**config.mk**
```make
export PLATFORM = sky130hd
export DESIGN_NAME = vga_timing_gen
export DESIGN_NICKNAME = d
export VERILOG_FILES = /design/src/rtl/vga_timing_pkg.sv /design/src/rtl/sync_delay_line.sv /design/src/rtl/vga_timing_gen.sv
export SDC_FILE = /design/constraint.sdc
export NUM_CORES = 1
export LEC_CHECK = 0
export ABC_AREA = 1
export CORE_MARGIN = 1
export CORE_UTILIZATION = 58
export DETAILED_ROUTE_END_ITERATION = 12
export PLACE_DENSITY = 0.9
export SLEW_MARGIN = 25
export SYNTH_ARGS = -nofsm -noshare
export SYNTH_HDL_FRONTEND = slang
export SYNTH_SLANG_ARGS = --single-unit
```
**constraint.sdc**
```tcl
create_clock -name clk -period 3.9 [get_ports clk]
set_input_delay 0.39 -clock clk [delete_from_list [all_inputs] [get_ports clk]]
set_output_delay 0.39 -clock clk [all_outputs]
set_load 0.005 [all_outputs]
```
**src/rtl/vga_timing_pkg.sv**
```systemverilog
// Shared raster constants and types for the VGA timing source.
// Default mode is 640x480 @ 72 Hz from a 31.5 MHz pixel clock.
package vga_timing_pkg;

  localparam int unsigned COORD_W   = 12;
  localparam int unsigned COORD_MAX = 4095;

  typedef logic [COORD_W-1:0] coord_t;

  localparam int unsigned DEF_H_VISIBLE = 640;
  localparam int unsigned DEF_H_FRONT   = 24;
  localparam int unsigned DEF_H_SYNC    = 40;
  localparam int unsigned DEF_H_BACK    = 128;
  localparam int unsigned DEF_V_VISIBLE = 480;
  localparam int unsigned DEF_V_FRONT   = 9;
  localparam int unsigned DEF_V_SYNC    = 3;
  localparam int unsigned DEF_V_BACK    = 28;

  localparam int unsigned DEF_H_TOTAL = DEF_H_VISIBLE + DEF_H_FRONT + DEF_H_SYNC + DEF_H_BACK;
  localparam int unsigned DEF_V_TOTAL = DEF_V_VISIBLE + DEF_V_FRONT + DEF_V_SYNC + DEF_V_BACK;

  localparam int unsigned PIPE_DELAY_MAX = 7;

  // Other modes that also run from a 31.5 MHz pixel clock:
  //   640x480 @ 75 Hz : H 640/16/64/120 (840), V 480/1/3/16 (500), both active-low
  //   640x350 @ 85 Hz variants need 31.5 MHz with H 640/32/64/96 (832), V 350/32/3/60 (445)

  // Flags carried through the delay line, packed in output order
  typedef struct packed {
    logic video_on;
    logic hsync;
    logic vsync;
  } sync_flags_t;

  function automatic logic in_range(coord_t x, int unsigned lo, int unsigned hi);
    return (x >= COORD_W'(lo)) && (x < COORD_W'(hi));
  endfunction

endpackage

```
**src/rtl/sync_delay_line.sv**
```systemverilog
// Resettable shift register aligning sync/blank flags with downstream pixel latency.
module sync_delay_line #(
  parameter int unsigned     WIDTH   = 3,
  parameter int unsigned     DEPTH   = 1,
  parameter logic [WIDTH-1:0] RST_VAL = '0
) (
  input  logic             clk,
  input  logic             rst,
  input  logic [WIDTH-1:0] d,
  output logic [WIDTH-1:0] q
);

  if (DEPTH == 0) begin : g_bypass
    logic unused_clk_rst;
    assign unused_clk_rst = clk ^ rst;
    assign q = d;
  end else begin : g_shift
    localparam int unsigned SR_W = DEPTH * WIDTH;
    logic [SR_W-1:0] sr;

    // Newest sample enters at the bottom; the oldest falls off the top
    always_ff @(posedge clk or negedge rst) begin
      if (!rst) begin
        sr <= {DEPTH{RST_VAL}};
      end else begin
        sr <= SR_W'({sr, d});
      end
    end

    assign q = sr[SR_W-1 -: WIDTH];
  end

endmodule

```
**src/rtl/vga_timing_gen.sv**
```systemverilog
// Raster counters plus sync/blank generation with a programmable flag delay.
// Flags are derived from the next count so they land in step with the coordinates.
module vga_timing_gen
  import vga_timing_pkg::*;
#(
  parameter int unsigned H_VISIBLE  = DEF_H_VISIBLE,
  parameter int unsigned H_FRONT    = DEF_H_FRONT,
  parameter int unsigned H_SYNC     = DEF_H_SYNC,
  parameter int unsigned H_BACK     = DEF_H_BACK,
  parameter int unsigned V_VISIBLE  = DEF_V_VISIBLE,
  parameter int unsigned V_FRONT    = DEF_V_FRONT,
  parameter int unsigned V_SYNC     = DEF_V_SYNC,
  parameter int unsigned V_BACK     = DEF_V_BACK,
  parameter logic        H_POL      = 1'b0,
  parameter logic        V_POL      = 1'b0,
  parameter int unsigned PIPE_DELAY = 1
) (
  input  logic   clk,
  input  logic   rst,
  output coord_t pixel_row,
  output coord_t pixel_column,
  output logic   video_on,
  output logic   hsync,
  output logic   vsync,
  output logic   line_start,
  output logic   frame_start
);

  localparam int unsigned H_TOTAL  = H_VISIBLE + H_FRONT + H_SYNC + H_BACK;
  localparam int unsigned V_TOTAL  = V_VISIBLE + V_FRONT + V_SYNC + V_BACK;
  localparam int unsigned HS_START = H_VISIBLE + H_FRONT;
  localparam int unsigned HS_END   = HS_START + H_SYNC;
  localparam int unsigned VS_START = V_VISIBLE + V_FRONT;
  localparam int unsigned VS_END   = VS_START + V_SYNC;

  localparam sync_flags_t FLAGS_IDLE = '{video_on: 1'b0, hsync: ~H_POL, vsync: ~V_POL};

  if (H_TOTAL > COORD_MAX) begin : g_h_total_chk
    $error("vga_timing_gen: H_TOTAL exceeds 12-bit counter range");
  end
  if (V_TOTAL > COORD_MAX) begin : g_v_total_chk
    $error("vga_timing_gen: V_TOTAL exceeds 12-bit counter range");
  end
  if (PIPE_DELAY > PIPE_DELAY_MAX) begin : g_pipe_chk
    $error("vga_timing_gen: PIPE_DELAY must be 0..7");
  end

  coord_t      h_cnt, v_cnt;
  coord_t      h_next, v_next;
  sync_flags_t flags_d, flags_q, flags_out;

  // Next raster position and the flags that belong to it
  always_comb begin
    h_next  = h_cnt + COORD_W'(1);
    v_next  = v_cnt;
    flags_d = FLAGS_IDLE;
    if (h_cnt == COORD_W'(H_TOTAL - 1)) begin
      h_next = '0;
      v_next = (v_cnt == COORD_W'(V_TOTAL - 1)) ? '0 : v_cnt + COORD_W'(1);
    end
    flags_d.video_on = (h_next < COORD_W'(H_VISIBLE)) && (v_next < COORD_W'(V_VISIBLE));
    flags_d.hsync    = in_range(h_next, HS_START, HS_END) ? H_POL : ~H_POL;
    flags_d.vsync    = in_range(v_next, VS_START, VS_END) ? V_POL : ~V_POL;
  end

  always_ff @(posedge clk or negedge rst) begin
    if (!rst) begin
      h_cnt       <= '0;
      v_cnt       <= '0;
      flags_q     <= FLAGS_IDLE;
      line_start  <= 1'b0;
      frame_start <= 1'b0;
    end else begin
      h_cnt       <= h_next;
      v_cnt       <= v_next;
      flags_q     <= flags_d;
      line_start  <= (h_next == '0);
      frame_start <= (h_next == '0) && (v_next == '0);
    end
  end

  sync_delay_line #(
    .WIDTH  ($bits(sync_flags_t)),
    .DEPTH  (PIPE_DELAY),
    .RST_VAL(FLAGS_IDLE)
  ) u_sync_delay_line (
    .clk(clk),
    .rst(rst),
    .d  (flags_q),
    .q  (flags_out)
  );

  assign pixel_row    = v_cnt;
  assign pixel_column = h_cnt;
  assign video_on     = flags_out.video_on;
  assign hsync        = flags_out.hsync;
  assign vsync        = flags_out.vsync;

endmodule
```
==> results.json, run 1 <==
{
  "htreeDepth": 2,
  "rows": 20,
  "firstDrtPassIters": 4,
  "cts-resized-gates": 0,
  "crit_path_max_incr_delay_ns": 0.41,
  "die_h_um": 60.33,
  "start_util_pct": 63.08,
  "slew_headroom_pct": 73.68,
  "final_nets": 319,
  "avgRoutedWirePerCell_um": 12.46,
  "synth_flop_cell": "dfrtp_1",
  "yosys.area_share.simple_pct": 44.26,
  "cts.reportedPaths.clkPinSlew_ns": 0.09,
  "synth_fa_ha_area_share_pct": 1.268,
  "seqPwrFrac_pct": 62.2,
  "netSwitchingFraction_pct": 20.87,
  "place_congestion": 0.9390,
  "drtIter0Drc": 84,
  "async_flop_share_pct": 100.0,
  "combPwrFrac_pct": 1.4,
  "finalWirelength_um": 4484,
  "worstMarginPinSlew_ns": 0.3948,
  "powerDensity_nw_per_um2": 225.2,
  "antenna_cells": 0,
  "ys_warn_count": 0,
  "critical_path_class": "reg2reg",
  "rsz0062_at_grt": "no",
  "synth_edf_count": 0,
  "status": "finished, final reports clean",
  "worstPathArrival_ns": 2.24,
  "p_leak_nw": 1.178,
  "crit_start": "pixel_column[0]$_DFF_PN0_",
  "vias_per_cell": 5.194,
  "synthMuxAreaShare_pct": 0,
  "layout-drive-gt1-share_pct": 12.03,
  "antenna_found_initial": 0,
  "layout_commonest_cell": "nand2_1",
  "crit_end": "frame_start$_DFF_PN0_",
  "ctsRootBufferMaster": "clkbuf_4",
  "crit_required_ns": 4.16,
  "p_clk_share_pct": 36.4,
  "fin_crit_sh_pct": 50.74,
  "grt_pass1_vias": 1670,
  "yosys.area_share.xor_xnor_pct": 2.663,
  "ant_nets": 0,
  "ir_drop_mv": 0.2321,
  "cts_tree": "built",
  "fin_ws_ns": 1.921,
  "tns_ns": 0,
  "fillers": 242,
  "dp_hpwl_um": 3492,
  "remaining_drc_errors": 0,
  "drv_slew": 0,
  "numCtsBuffers": 5,
  "fin_crit_ns": 1.979,
  "worstSkewPairLatency_ns": 0.33,
  "synth_cell_type_count": 27,
  "post_cts_buffers": 0,
  "hold_ws_ns": 0.3602,
  "critPathMaxFanout": 12,
  "ys_ff_latch": 32,
  "syn_avg_cell_area_um2": 7.022,
  "cp-end-kind": "register",
  "vias": 1870,
  "crit_chain": "ha_1 -> nand2_2 -> nor2_4 -> nand2_2 -> nor2_4 -> or2_1 -> nand2_1 -> nor2_1 -> nand4_1 -> nor2_1",
  "reg2reg_from": "pixel_column[0]$_DFF_PN0_",
  "port_buffers": 30,
  "layout_common_cells": "88 x nand2_1, 42 x nor2_1, 34 x inv_1, 30 x clkdlybuf4s50_1, 28 x dfrtp_1",
  "intPower_mw": 0.4221,
  "finalHoldViolCount": 0,
  "gr-usage-all-layers_pct": 27.87,
  "clkSinkCount": 32,
  "synth.net_count": 285,
  "drv_cap": 0,
  "clock_path_buffers": 2,
  "crit_path_start_kind": "register",
  "area_delta_synth_final_pct": 20.04,
  "dp_slack_ns": 1.967,
  "power.net_switching_mw": 0.1114,
  "r2r-end": "frame_start$_DFF_PN0_",
  "setup_viol": 0,
  "synth_cells": 281,
  "final-seq-area_um2": 805.8,
  "yosysSeqAreaShare_pct": 40.84,
  "fin_skew_ns": 0.01015,
  "syn-cell-area_um2": 1973,
  "synth_compound_area_share_pct": 2.029,
  "floorplan.core_area_um2": 3128,
  "reg2reg_slack_ns": 1.92,
  "grt_max_degree": 33,
  "power_mw": 0.5335,
  "fmax_ghz": 0.5053,
  "globalRouteOverflowTotal": 0,
  "multi_input_area_um2": 991.0,
  "min_path_type": "reg2reg",
  "cpMaxStageDelayCell": "dfrtp_1",
  "fin_util_pct": 75.72,
  "die_w_um": 60.33,
  "reg2reg_depth": 10,
  "cts_hold_buffers": 0,
  "grt_pass1_wl_um": 7383,
  "io_pins": 31,
  "synth_top_family_by_area": "simple AND/OR/NAND/NOR gates",
  "die_area_um2": 3639
}
## synthesized netlist by cell type, types with 4 or more instances
master | instances | area [um^2]
dfrtp_1 | 28 | 700.7
dfstp_2 | 4 | 105.1
inv_1 | 34 | 127.6
inv_2 | 5 | 18.77
nand2_1 | 88 | 330.3
nand2_2 | 7 | 43.79
nand3_1 | 24 | 120.1
nand3b_1 | 4 | 30.03
nand4_1 | 6 | 37.54
nor2_1 | 42 | 157.7
nor2_2 | 8 | 50.05
xor2_1 | 5 | 43.79
## power groups by stage
stage / Combinational (mW) / Clock [mW] / Sequential (mW)
floorplan: 0.000000647 / 0 / 0.338
global placement: 0.00806 / 0 / 0.338
detailed placement: 0.00820 / 0 / 0.338
CTS: 0.00823 / 0.200 / 0.332
global route: 0.00925 / 0.214 / 0.332
finish: 0.00770 / 0.194 / 0.332
## how the worst min path moves through the flow
stage / startpoint / to / slack, ns / depth (start not counted)
final: flags_q[0]$_DFF_PN1_ / u_sync_delay_line.q[0]$_DFF_PN1_ / 0.36 / 0
after global routing: flags_q[1]$_DFF_PN1_ / u_sync_delay_line.q[1]$_DFF_PN1_ / 0.37 / 0
after CTS: flags_q[0]$_DFF_PN1_ / u_sync_delay_line.q[0]$_DFF_PN1_ / 0.36 / 0
after detailed placement: flags_q[2]$_DFF_PN0_ / u_sync_delay_line.q[2]$_DFF_PN0_ / 0.34 / 0
after global placement: flags_q[2]$_DFF_PN0_ / u_sync_delay_line.q[2]$_DFF_PN0_ / 0.33 / 0
after floorplan: rst / flags_q[2]$_DFF_PN0_ / 0.09 / 0
## layer usage
metal | part of all wire (%) | wire [um] | vias up | track usage [%]
met4 | 1.3 | 60 | 0 | 9.635
met1 | 45 | 2024 | 857 | 38.51
met3 | 7.7 | 344 | 7 | 6.710
met5 | 0 | 0 | - | 0
met2 | 46 | 2055 | 69 | 42.54
li1 | - | - | 937 | -
## metrics by stage
step / area [um^2] / cells
floorplan: 1973 / 281
global placement: 2310 / 352
detailed placement: 2310 / 352
CTS: 2369 / 360
global route: 2369 / 360
finish: 2369 / 360
## registers in the layout, summed over array words and instances, names as in the netlist
signal	cells
u_sync_delay_line.q	3
pixel_column	12
frame_start	1
flags_q	3
line_start	1
pixel_row	12
## final cells by class
class	instances	area share (%)
inverters	40	6.339
well taps	44	2.324
multi-input cells	205	41.84
flip-flops and latches	32	34.02
clock buffers	8	2.483
repair buffers	31	13.00
## kinds of logic after synthesis
| kind of cell | count (synthesis) |
|---|---|
| buffers and inverters | 44 |
| AOI/OAI and AO/OA | 7 |
| DFF | 32 |
| xor gates and xnor gates | 6 |
| and+or+nand+nor | 190 |
| adders and majority gates | 2 |
## worst max-delay path, delay by kind of cell, from the launching register on
kind | cells | cell delay, ns
flops | 1 | 0.41
fa+ha+maj | 1 | 0.23
simple gates | 9 | 1.26
Power figures use the tool's default switching activity.
==> run 2, diff against run 1 <==
- CORE_UTILIZATION: 58 -> 53
- PLACE_DENSITY: 0.9 -> 0.84
- clock period: 3.9 -> 1.85 ns (I/O delays scaled with it)
==> run 2 against run 1 <==
Effect of this change:
- register-to-register slack got worse by 1.9 ns
- sequential power rose by 110%
- cell count rose by 4.4%
- setup slack got worse by 1.9 ns
- sequential share of layout area fell by 3.3 points
- power rose to 2.7 times the previous value
- via count rose by 4.7%
- largest cell class unchanged
- worst hold slack got worse by 0.071 ns
==> results.json, run 2 (synthesized netlist as in run 1, its figures left out) <==
{
  "area_delta_synth_final_pct": 32.85,
  "vias": 1957,
  "tns_ns": 0,
  "io_pins": 31,
  "floorplan.core_area_um2": 3442,
  "antenna_cells": 0,
  "vias_per_cell": 5.205,
  "p_clk_share_pct": 50.8,
  "crit_path_start_kind": "register",
  "stdcell_area_um2": 2621,
  "grt_pass1_vias": 1697,
  "place_congestion": 0.9109,
  "ir_drop_mv": 0.4462,
  "final_cells": 376,
  "fin_skew_ns": 0.006900,
  "worstMarginPinSlew_ns": 0.3890,
  "fin_crit_ns": 1.814,
  "power_mw": 1.455,
  "clkSinkCount": 32,
  "firstDrtPassIters": 4,
  "worstPathArrival_ns": 2.04,
  "layout_commonest_cell": "nand2_1",
  "netSwitchingFraction_pct": 19.01,
  "layout-drive-gt1-share_pct": 20.30,
  "drv_cap": 0,
  "fmax_ghz": 0.5512,
  "layout_common_cells": "83 x nand2_1, 35 x nor2_1, 34 x inv_1, 30 x clkdlybuf4s50_1, 28 x dfrtp_1",
  "intPower_mw": 1.178,
  "gr-usage-all-layers_pct": 25.96,
  "globalRouteOverflowTotal": 0,
  "reg2reg_slack_ns": 0.04,
  "clock_path_buffers": 2,
  "dp_hpwl_um": 3423,
  "avgRoutedWirePerCell_um": 13.02,
  "setup_viol": 0,
  "fin_crit_sh_pct": 98.06,
  "dp_slack_ns": 0.04200,
  "grt_pass1_wl_um": 7941,
  "cts_hold_buffers": 0,
  "ctsRootBufferMaster": "clkbuf_8",
  "start_util_pct": 57.32,
  "p_leak_nw": 1.328,
  "rsz0062_at_grt": "yes",
  "drv_slew": 0,
  "critical_path_class": "reg2reg",
  "powerDensity_nw_per_um2": 555.0,
  "post_dp_cell_area_um2": 2392,
  "combPwrFrac_pct": 1.1,
  "crit_required_ns": 2.07,
  "fin_util_pct": 76.15,
  "status": "finished, final reports clean",
  "worstSkewPairLatency_ns": 0.29,
  "finalWirelength_um": 4896,
  "die_w_um": 63.02,
  "die_area_um2": 3971,
  "final_nets": 333,
  "numCtsBuffers": 5,
  "slew_headroom_pct": 74.06,
  "cts.reportedPaths.clkPinSlew_ns": 0.06,
  "fin_ws_ns": 0.03584,
  "rows": 21,
  "htreeDepth": 2,
  "power.net_switching_mw": 0.2765,
  "grt_max_degree": 33,
  "remaining_drc_errors": 0,
  "dp.cells": 363,
  "drtIter0Drc": 117,
  "fillers": 232,
  "reg2reg_depth": 11,
  "ant_nets": 0,
  "antenna_found_initial": 0,
  "cts_tree": "built",
  "die_h_um": 63.02,
  "seqPwrFrac_pct": 48.1,
  "cp-end-kind": "register",
  "min_path_type": "in2async",
  "port_buffers": 30,
  "critPathMaxFanout": 7,
  "finalHoldViolCount": 0,
  "hold_ws_ns": 0.2888
}
run 2: changes by cell type in the layout (fill, tap and decap cells not counted), moves of 3 or more:
cell / delta
nand2_1: -5
nor2_2: +6
clkbuf_8: +6
nor2_1: -7
nand2_2: +3
buf_4: +13
clkbuf_4: -5
run 2: power by group through the flow:
stage	Clock, mW	Sequential [mW]	Combinational, mW
floorplan	0	0.713	0.000000647
detailed placement	0	0.713	0.0166
CTS	0.743	0.700	0.0167
global route	0.775	0.699	0.0195
finish	0.739	0.700	0.0159
global placement	0	0.713	0.0168
run 2: path summary, 6_finish.rpt:
| kind | start | end |
|---|---|---|
| setup / recovery | pixel_column[1]$_DFF_PN0_ | frame_start$_DFF_PN0_ |
| hold / removal | rst | frame_start$_DFF_PN0_ |
| setup reg to reg | pixel_column[1]$_DFF_PN0_ | frame_start$_DFF_PN0_ |
| hold reg to reg | flags_q[1]$_DFF_PN1_ | u_sync_delay_line.q[1]$_DFF_PN1_ |
| max in group asynchronous | rst | u_sync_delay_line.q[0]$_DFF_PN1_ |
| min in group clk | flags_q[1]$_DFF_PN1_ | u_sync_delay_line.q[1]$_DFF_PN1_ |
run 2: worst max-delay path, stage by stage (launching register included):
cell and delay [ns]:
dfrtp_1 0.40, ha_4 0.17, nand3_1 0.13, nor2_2 0.17, nand2_2 0.14, nor2_1 0.13
nand2_1 0.07, nand2_1 0.15, nand3_1 0.11, nor2_1 0.12, nand2_1 0.07, nor2_1 0.09
run 2: layer usage:
| metal | part of all wire [%] | vias up | track usage [%] |
|---|---|---|---|
| li1 | - | 966 | - |
| met1 | 45 | 892 | 37.00 |
| met2 | 45 | 85 | 39.11 |
| met3 | 7.4 | 14 | 3.832 |
| met4 | 2.4 | 0 | 10.76 |
| met5 | 0 | - | 0 |
run 2: cell type report:
class | instances | area (um^2) | area share [%]
clock buffers | 7 | 96.34 | 3.675
multi-input cells | 205 | 1056 | 40.29
flip-flops and latches | 32 | 805.8 | 30.74
well taps | 46 | 57.56 | 2.196
repair buffers | 45 | 425.4 | 16.23
clock inverters | 1 | 30.03 | 1.146
inverters | 40 | 150.1 | 5.728
run 2: repair_timing:
| action | CTS | global route |
|---|---|---|
| gates resized for setup | 0 | 18 |
| endpoints found under the setup margin | 0 | 4 |
| buffers inserted | 0 | 5 |
==> run 3, diff against run 2 <==
- CORE_MARGIN: 1 -> default
==> results of run 3 <==
Final layout, timing and power as in run 2 (identical DEF).
